`src/rtl/bullet_pool_pkg.sv`:
```
// Shared parameters and types for the player bullet pool.
package bullet_pool_pkg;

  localparam int unsigned DEF_HRES            = 1280;
  localparam int unsigned DEF_VRES            = 720;
  localparam int unsigned DEF_BULLET_W        = 4;
  localparam int unsigned DEF_BULLET_H        = 16;
  localparam int unsigned DEF_BULLET_SPEED    = 16;
  localparam int unsigned DEF_N_BULLETS       = 4;
  localparam int unsigned DEF_COOLDOWN_FRAMES = 8;

  // Per-cycle update applied to one bullet slot.
  typedef enum logic [1:0] {
    SLOT_HOLD,
    SLOT_LOAD,
    SLOT_KILL,
    SLOT_MOVE
  } slot_op_t;

  // Slot index width, never narrower than one bit.
  function automatic int unsigned idx_width(input int unsigned n);
    return (n > 1) ? $clog2(n) : 1;
  endfunction

endpackage

```
`src/rtl/bullet_pool_slot.sv`:
```
// One bullet slot: active/x/y registers, load/kill/move priority, pixel-hit compare.
module bullet_slot
  import bullet_pool_pkg::*;
#(
  parameter int unsigned X_W          = 11,
  parameter int unsigned Y_W          = 10,
  parameter int unsigned BULLET_W     = DEF_BULLET_W,
  parameter int unsigned BULLET_H     = DEF_BULLET_H,
  parameter int unsigned BULLET_SPEED = DEF_BULLET_SPEED
) (
  input  logic           clk,
  input  logic           rst,
  input  logic           tick,
  input  logic           load,
  input  logic [X_W-1:0] load_x,
  input  logic [Y_W-1:0] load_y,
  input  logic           kill,
  input  logic [X_W-1:0] hcount,
  input  logic [Y_W-1:0] vcount,
  output logic           active,
  output logic [X_W-1:0] x,
  output logic [Y_W-1:0] y,
  output logic           pix_hit
);

  slot_op_t     op;
  logic [X_W:0] x_end;
  logic [Y_W:0] y_end;

  // Choose this cycle's update; a load only targets a free slot, so it never races a live kill.
  always_comb begin
    op = SLOT_HOLD;
    if (load) begin
      op = SLOT_LOAD;
    end else if (kill) begin
      op = SLOT_KILL;
    end else if (tick && active) begin
      op = SLOT_MOVE;
    end
  end

  // Slot registers; a bullet about to cross the top edge retires instead of wrapping.
  always_ff @(posedge clk) begin
    if (rst) begin
      active <= 1'b0;
      x      <= '0;
      y      <= '0;
    end else begin
      case (op)
        SLOT_LOAD: begin
          active <= 1'b1;
          x      <= load_x;
          y      <= load_y;
        end
        SLOT_KILL: active <= 1'b0;
        SLOT_MOVE: begin
          if (y < Y_W'(BULLET_SPEED)) begin
            active <= 1'b0;
          end else begin
            y <= y - Y_W'(BULLET_SPEED);
          end
        end
        default: ;
      endcase
    end
  end

  // Bullet rectangle test, one bit wider so the far-edge sums cannot overflow.
  always_comb begin
    x_end   = {1'b0, x} + (X_W+1)'(BULLET_W);
    y_end   = {1'b0, y} + (Y_W+1)'(BULLET_H);
    pix_hit = active
            && ({1'b0, hcount} >= {1'b0, x}) && ({1'b0, hcount} < x_end)
            && ({1'b0, vcount} >= {1'b0, y}) && ({1'b0, vcount} < y_end);
  end

endmodule

```
`src/rtl/bullet_pool.sv`:
```
// Pool of player bullets: slot allocation, shot cooldown, ack/drop pulses, pixel flag.
module bullet_pool
  import bullet_pool_pkg::*;
#(
  parameter  int unsigned N_BULLETS       = DEF_N_BULLETS,
  parameter  int unsigned HRES            = DEF_HRES,
  parameter  int unsigned VRES            = DEF_VRES,
  parameter  int unsigned BULLET_W        = DEF_BULLET_W,
  parameter  int unsigned BULLET_H        = DEF_BULLET_H,
  parameter  int unsigned BULLET_SPEED    = DEF_BULLET_SPEED,
  parameter  int unsigned COOLDOWN_FRAMES = DEF_COOLDOWN_FRAMES,
  parameter  int unsigned X_W             = $clog2(HRES),
  parameter  int unsigned Y_W             = $clog2(VRES),
  localparam int unsigned IDX_W           = idx_width(N_BULLETS)
) (
  input  logic                     clk,
  input  logic                     rst,
  input  logic                     frame_tick,
  input  logic                     fire_req,
  input  logic [X_W-1:0]           fire_x,
  input  logic [Y_W-1:0]           fire_y,
  output logic                     fire_ack,
  output logic                     fire_drop,
  input  logic                     hit_valid,
  input  logic [IDX_W-1:0]         hit_idx,
  output logic [N_BULLETS-1:0]     active,
  output logic [N_BULLETS*X_W-1:0] bx,
  output logic [N_BULLETS*Y_W-1:0] by,
  input  logic [X_W-1:0]           hcount,
  input  logic [Y_W-1:0]           vcount,
  output logic                     pix_on
);

  localparam int unsigned    CD_W  = (COOLDOWN_FRAMES > 0) ? $clog2(COOLDOWN_FRAMES + 1) : 1;
  localparam logic [X_W-1:0] X_MAX = X_W'(HRES - BULLET_W);

  logic [CD_W-1:0]      cooldown;
  logic                 any_free;
  logic [IDX_W-1:0]     free_idx;
  logic                 accept;
  logic                 refuse;
  logic [X_W-1:0]       spawn_x;
  logic [N_BULLETS-1:0] load;
  logic [N_BULLETS-1:0] kill;
  logic [N_BULLETS-1:0] pix_hit;

  // Lowest-index free slot: scanning from the top down lets the lowest index win.
  always_comb begin
    any_free = 1'b0;
    free_idx = '0;
    for (int unsigned i = 0; i < N_BULLETS; i++) begin
      if (!active[N_BULLETS-1-i]) begin
        any_free = 1'b1;
        free_idx = IDX_W'(N_BULLETS - 1 - i);
      end
    end
  end

  // Fire decision, spawn clamp and per-slot load/kill strobes.
  always_comb begin
    accept  = fire_req && (cooldown == '0) && any_free;
    refuse  = fire_req && (cooldown == '0) && !any_free;
    spawn_x = (fire_x > X_MAX) ? X_MAX : fire_x;
    load    = '0;
    kill    = '0;
    for (int unsigned i = 0; i < N_BULLETS; i++) begin
      load[i] = accept && (free_idx == IDX_W'(i));
      kill[i] = hit_valid && (hit_idx == IDX_W'(i));
    end
  end

  // Shot cooldown: reload on an accepted shot, otherwise count frames down to zero.
  always_ff @(posedge clk) begin
    if (rst) begin
      cooldown <= '0;
    end else if (accept) begin
      cooldown <= CD_W'(COOLDOWN_FRAMES);
    end else if (frame_tick && (cooldown != '0)) begin
      cooldown <= cooldown - CD_W'(1);
    end
  end

  // Registered handshake pulses and the pixel flag for the video mux.
  always_ff @(posedge clk) begin
    if (rst) begin
      fire_ack  <= 1'b0;
      fire_drop <= 1'b0;
      pix_on    <= 1'b0;
    end else begin
      fire_ack  <= accept;
      fire_drop <= refuse;
      pix_on    <= |pix_hit;
    end
  end

  for (genvar g = 0; g < N_BULLETS; g++) begin : g_slot
    bullet_slot #(
      .X_W          (X_W),
      .Y_W          (Y_W),
      .BULLET_W     (BULLET_W),
      .BULLET_H     (BULLET_H),
      .BULLET_SPEED (BULLET_SPEED)
    ) u_slot (
      .clk     (clk),
      .rst     (rst),
      .tick    (frame_tick),
      .load    (load[g]),
      .load_x  (spawn_x),
      .load_y  (fire_y),
      .kill    (kill[g]),
      .hcount  (hcount),
      .vcount  (vcount),
      .active  (active[g]),
      .x       (bx[g*X_W +: X_W]),
      .y       (by[g*Y_W +: Y_W]),
      .pix_hit (pix_hit[g])
    );
  end

endmodule

```
`config.mk`:
```
export PLATFORM = sky130hd
export DESIGN_NAME = bullet_pool
export DESIGN_NICKNAME = d
export VERILOG_FILES = /design/src/rtl/bullet_pool_pkg.sv /design/src/rtl/bullet_pool_slot.sv /design/src/rtl/bullet_pool.sv
export SDC_FILE = /design/constraint.sdc
export NUM_CORES = 1
export LEC_CHECK = 0
export CAP_MARGIN = 20
export CORE_AREA = 4 4 105 147
export CTS_CLUSTER_DIAMETER = 200
export DETAILED_ROUTE_END_ITERATION = 6
export DIE_AREA = 0 0 109 151
export PLACE_DENSITY_LB_ADDON = 0.05
export SYNTH_ARGS = -nofsm -noshare
export SYNTH_HDL_FRONTEND = slang
export SYNTH_SLANG_ARGS = --single-unit
```
`constraint.sdc`:
```
create_clock -name clk -period 7.65 [get_ports clk]
set_input_delay 2.295 -clock clk [delete_from_list [all_inputs] [get_ports clk]]
set_output_delay 2.295 -clock clk [all_outputs]
set_load 0.05 [all_outputs]
```
==> Word level (Yosys, flattened, before mapping) <==
Cells that the tools add are included.
{ "word_totals": {"reg_bits": 95, "in_bits": 49, "output_inout_bits": 91, "word_cells": 172} }
{ "op_classes": {"n_addsub": 13, "n_lt_le_gt_ge": 21, "eq_ne": 26, "mux": 39, "n_reduce_logical": 56} }
{ "op_table": {"columns": ["op", "count"], "rows": [
  ["10-bit case mux with 2 select lines", 4],
  ["11-bit by 3-bit adder with 12-bit output (second input constant)", 4],
  ["11-bit by 12-bit less-than comparator with 1-bit output", 4],
  ["10-bit by 5-bit adder with 11-bit output (second input constant)", 4],
  ["11-bit greater-or-equal comparator", 4],
  ["10-bit by 11-bit less-than comparator with 1-bit output", 4],
  ["10-bit greater-or-equal comparator", 4],
  ["10-bit by 5-bit less-than comparator with 1-bit output (second input constant)", 4],
  ["10-bit 2-to-1 mux", 4],
  ["10-bit by 5-bit subtractor with 10-bit output (second input constant)", 4],
  ["1-bit logical AND", 32],
  ["2-bit 2-to-1 mux", 16],
  ["2-bit equality test (second input constant)", 12],
  ["2-bit AND reduction", 8],
  ["2-bit by 1-bit equality test with 1-bit output (second input constant)", 6],
  ["1-bit case mux with 3 select lines", 4],
  ["3-bit nonzero test", 4],
  ["11-bit greater-than comparator (second input constant)", 1],
  ["11-bit 2-to-1 mux", 1],
  ["2-bit nonzero test", 5],
  ["1-bit 2-to-1 mux", 8],
  ["4-bit 2-to-1 mux", 2],
  ["2-bit by 1-bit != test with 1-bit output (second input constant)", 4],
  ["2-bit != test (second input constant)", 4],
  ["7 further kinds", 8]
]} }

==> Logic depth before layout (Yosys ltp) <==
{ "logic_depth": {"ltp_word": 10, "depth_mapped": 12, "mapped_depth_nobuf": 12} }

==> Cells and area by module <==
A second synthesis with hierarchy kept.
{ "unflattened": {"hier_cells": 1028, "hier_area_um2": 8595.7} }
{ "by_module_without_submodules": {"columns": ["module", "instances", "cells_each", "area_each_um2", "seq_area_each_um2"], "rows": [
  ["bullet_slot (g_slot[1].u_slot ...)", 2, 242, 2035.7, 440.4],
  ["bullet_slot (g_slot[2].u_slot)", 1, 240, 2028.2, 440.4],
  ["bullet_slot (g_slot[0].u_slot)", 1, 240, 1996.9, 440.4],
  ["bullet_pool", 1, 64, 499.2, 140.1]
]} }

==> Worst setup path after synthesis <==
OpenSTA, ideal clock, no wires.
{ "synth_timing": {"path_type": "input-to-reg", "from": "input vcount[0]", "to": "register pix_on", "setup_time_ps": 139, "t_arrival_ps": 3810, "t_required_ps": 7511, "setup_slack_ps": 3701, "cell_stages": 9, "path_buffers": 0, "path_cell_list": "inv_1 -> ha_1 -> nand2b_1 -> a21o_1 -> a2111oi_0 -> nor3_1 -> o31a_1 -> nand4_1 -> a41oi_2"} }
{ "synth_via": {"elab_chain_cells": 4, "word_cells_on_any_way": 17, "cone_classes": "8 x order compare; 9 x reduce/logical"} }
{ "synth_lines": {"columns": ["element", "line", "rtl"], "rows": [
  ["start: declaration", "bullet_pool.sv:30", "input logic [Y_W-1:0] vcount,"],
  ["10-bit greater-or-equal comparator", "bullet_pool_slot.sv:74", "&& ({1'b0, vcount} >= {1'b0, y}) && ({1'b0, vcount} < y_end);"],
  ["1-bit logical AND (2 in series)", "bullet_pool_slot.sv:74", null],
  ["4-bit OR reduction *", "bullet_pool.sv:92", "pix_on <= |pix_hit;"],
  ["end signal: assignment", "bullet_pool.sv:92", null],
  ["end: declaration", "bullet_pool.sv:31", "output logic pix_on"]
]} }
Mark *: on every way between the ends. The rest lies on a longest branch, timed or not.
A chain may end at the register's enable or synchronous reset.

==> Worst setup path in the final report <==
{ "layout_timing": {"from": "input hcount[9]", "to": "register pix_on"} }
{ "layout_via": {"elab_chain_cells": 6, "word_cells_on_any_way": 25, "cone_classes": "8 x order compare; 17 x reduce/logical"} }
{ "layout_lines": {"columns": ["element", "line", "rtl"], "rows": [
  ["start: declaration", "bullet_pool.sv:29", "input logic [X_W-1:0] hcount,"],
  ["11-bit greater-or-equal comparator", "bullet_pool_slot.sv:73", "&& ({1'b0, hcount} >= {1'b0, x}) && ({1'b0, hcount} < x_end)"],
  ["1-bit logical AND (2 in series)", "bullet_pool_slot.sv:73", null],
  ["1-bit logical AND (2 in series)", "bullet_pool_slot.sv:74", null],
  ["4-bit OR reduction *", "bullet_pool.sv:92", null]
]} }
Marks and branches as above.

==> impl_metrics.csv <==
group,metric,value,unit
run_status,outcome,"finished, final reports clean",
place,hpwl,19500,um
synth,synth.most_common_cell,"ha_1",
clock_tree,clk_pin_slew_worst_paths,0.07,ns
grt,grt_overflow_total,0,
synth,synth_common_cells,"ha_1 (158), nand2_1 (109), a21oi_1 (98)",
synth,synth_top_area_cell,"ha_1",
synth,synthTopCellsByArea,"ha_1 (24%), dfxtp_1 (23%), a21oi_1 (5.9%)",
cells_and_area,syn_to_final_growth,22.4,%
sta,max_slew.worst_pin.slew,1.08,ns
synth,synthAdderAreaFrac,24.0,%
synth,synth_warnings,0,
floorplan,rows,52,
synth,syn_nets,1253,
clock_tree,clock-sinks,95,
synth,netlist_area,8250,um^2
grt,grt_pass1_vias,7943,
grt,grt_pass1_wl,39800,um
synth,ys.flop_type,"dfxtp_1",
place,portBuffers,139,
setup_path,crit_arrival,4.81,ns
clock_tree,cts_max_level,3,
synth,synthCells,1046,
cells_and_area,utilization,70.9,%
pwr,powerDensity,227,nW/um^2
sta,tns,0,ns
setup_path,end_kind,"flop",
synth,yosysUniqueCellTypes,68,
cells_and_area,n_antenna_cell,0,
place,pre_cts_slack,2.83,ns
setup_path,cp_max_fo,8,
pwr,vdd_drop_max,0.211,mV
setup_path,reg2reg_depth,11,
setup_path,path_class,"primary input to flop",
route,drc,0,
clock_tree,cts_made_buffers,9,
floorplan,start_util,57.9,%
floorplan,die_w,109,um
grt,antenna_found_initial,0,
clock_tree,cts_root_buffer,"clkbuf_16",
setup_path,required,7.93,ns
sta,setup_violations,0,
route,antenna_left,0,
grt,grt_max_degree,94,
clock_tree,cts.repair.resized,0,
clock_tree,cts_tree,"done",
route,drtPass1Iterations,5,
setup_path,cp-start-kind,"primary input",
floorplan,dieArea,16500,um^2
sta,rsz0062_at_grt,"false",
synth,synth_top_family_by_area,"adder cells",
floorplan,core,14200,um^2
floorplan,die_h,151,um
sta,skew,0.0103,ns
place,routabilityCongestion,0.909,
sta,relSlewSlack,28.2,%
pwr,leakage,0.00368,uW
clock_tree,cts_hold_buffers,0,
synth,synth_compound_area_share,20.9,%
synth,synth_top_area_share,24.0,%
sta,maxSlewViolCount,0,
place,place_inst,1340,
floorplan,io_pins,140,
sta,fmax,220,MHz
synth,synth_seq_area_share,23.1,%
synth,muxShareOfSynthArea,0.243,%
route,totalWireLength,25400,um
pwr,total_power,2300,uW
cells_and_area,layout.cells.non_filler,1358,
grt,grt_usage,31.0,%
clock_tree,insertion_delay,0.36,ns
synth,synth_edf_count,0,
run,drv_cap,0,
synth,synth-xor-area-share,5.20,%
route,num_vias,8124,
route,via_per_inst,5.98,
cells_and_area,drive_gt1_share,3.34,%
sta,finalCritPeriodShare,59.3,%
synth,synthArstFlopShare,0,%
route,routedWlPerCell,18.7,um
cells_and_area,fillers,1169,
sta,finalHoldViolations,0,
route,first_iter_violations,397,
clock_tree,clk_path_buf_depth,2,
synth,syn_area_per_cell,7.89,um^2
sta,worst_slack,3.11,ns
worst_hold_path,holdPathStages,2,
sta,min_period,4.54,ns
cells_and_area,nets,1371,
synth,ys_ff_latch,95,
synth,synth_simple_gate_area_share,20.2,%
worst_hold_path,min_path_type,"flop to flop",
clock_tree,cts_setup_buffers,0,
==> registers in the layout (all words and copies together) (netlist names) <==
name	count
fire_ack	1
fire_drop	1
pix_on	1
g_slot.u_slot.active	4
cooldown	4
g_slot.u_slot.y	40
g_slot.u_slot.x	44
==> final cells by class <==
| type | instances | area, um^2 | share of cell area (%) |
|---|---|---|---|
| clock buffer | 10 | 229 | 2.27 |
| tap | 189 | 236 | 2.34 |
| sequential | 95 | 1900 | 18.8 |
| timing repair buffer | 143 | 1430 | 14.2 |
| multi-input combinational | 817 | 5810 | 57.6 |
| inverter | 98 | 370 | 3.67 |
| clock inverter | 6 | 115 | 1.14 |
==> cells by family after synthesis <==
kind of cell	count (synthesis)
flip-flops	95
buffers and inverters	134
multiplexers	2
adder cells (fa/ha/maj)	158
AND/OR/NAND/NOR	343
AO/OA/AOI/OAI	265
XOR/XNOR	49
==> critical path, cell delays in order <==
cell             delay [ns]
clkdlybuf4s50_1        0.76
ha_1                   0.33
a2111o_1               0.39
a2111oi_0              0.51
a2bb2oi_1              0.20
nand4_1                0.15
a41oi_2                0.16
==> power breakdown <==
group / total, uW / switching [uW] / leakage [uW] / internal (uW)
logic: 1080 / 674 / 0.00275 / 403
registers: 677 / 112 / 0.000770 / 566
clock network: 542 / 219 / 0.000164 / 323
total: 2300 / 1000 / 0.00368 / 1290
==> worst paths after layout <==
check                                            from                     to  slack, ns
worst max-delay path                        hcount[9]                 pix_on       3.11
worst min-delay path            g_slot[0].u_slot.x[1]  g_slot[0].u_slot.x[1]       0.47
worst min register to register  g_slot[0].u_slot.x[1]  g_slot[0].u_slot.x[1]       0.47
worst max register to register  g_slot[3].u_slot.x[3]                 pix_on       4.58
==> per-layer routing <==
metal	track usage [%]	vias up	routed length, um
li1	-	3996	-
met1	34.9	3753	10200
met2	56.0	295	12700
met3	4.01	80	1230
met4	16.2	0	1350
met5	0	-	0
==> layout by cell type (no fill, tap or decap), types with 4 or more instances in the layout <==
cell type | synthesis | final
a2111oi_0 | 4 | 4
a211o_1 | 5 | 5
a211oi_1 | 40 | 40
a21o_1 | 9 | 9
a21oi_1 | 98 | 98
a31oi_1 | 9 | 9
and3_1 | 9 | 9
clkbuf_16 | 0 | 9
clkdlybuf4s50_1 | 0 | 138
dfxtp_1 | 95 | 95
ha_1 | 158 | 158
inv_1 | 92 | 92
inv_2 | 5 | 5
nand2_1 | 109 | 109
nand2b_1 | 18 | 18
nand3_1 | 38 | 38
nand4_1 | 17 | 17
nor2_1 | 78 | 78
nor2b_1 | 18 | 18
nor3_1 | 29 | 29
nor4_1 | 8 | 8
o2111ai_1 | 4 | 4
o211ai_1 | 13 | 13
o21a_1 | 4 | 4
o21ai_0 | 29 | 29
o21ai_1 | 10 | 10
o221ai_1 | 4 | 4
xnor2_1 | 47 | 47
==> through the flow <==
step,hold slack [ns],cell area [um^2]
2_1_floorplan,0.491,8250
3_3_place_gp,0.461,9720
3_5_place_dp,0.468,9720
4_1_cts,0.480,10100
5_1_grt,0.500,10100
6_report,0.474,10100
Power figures use the tool's default switching activity.
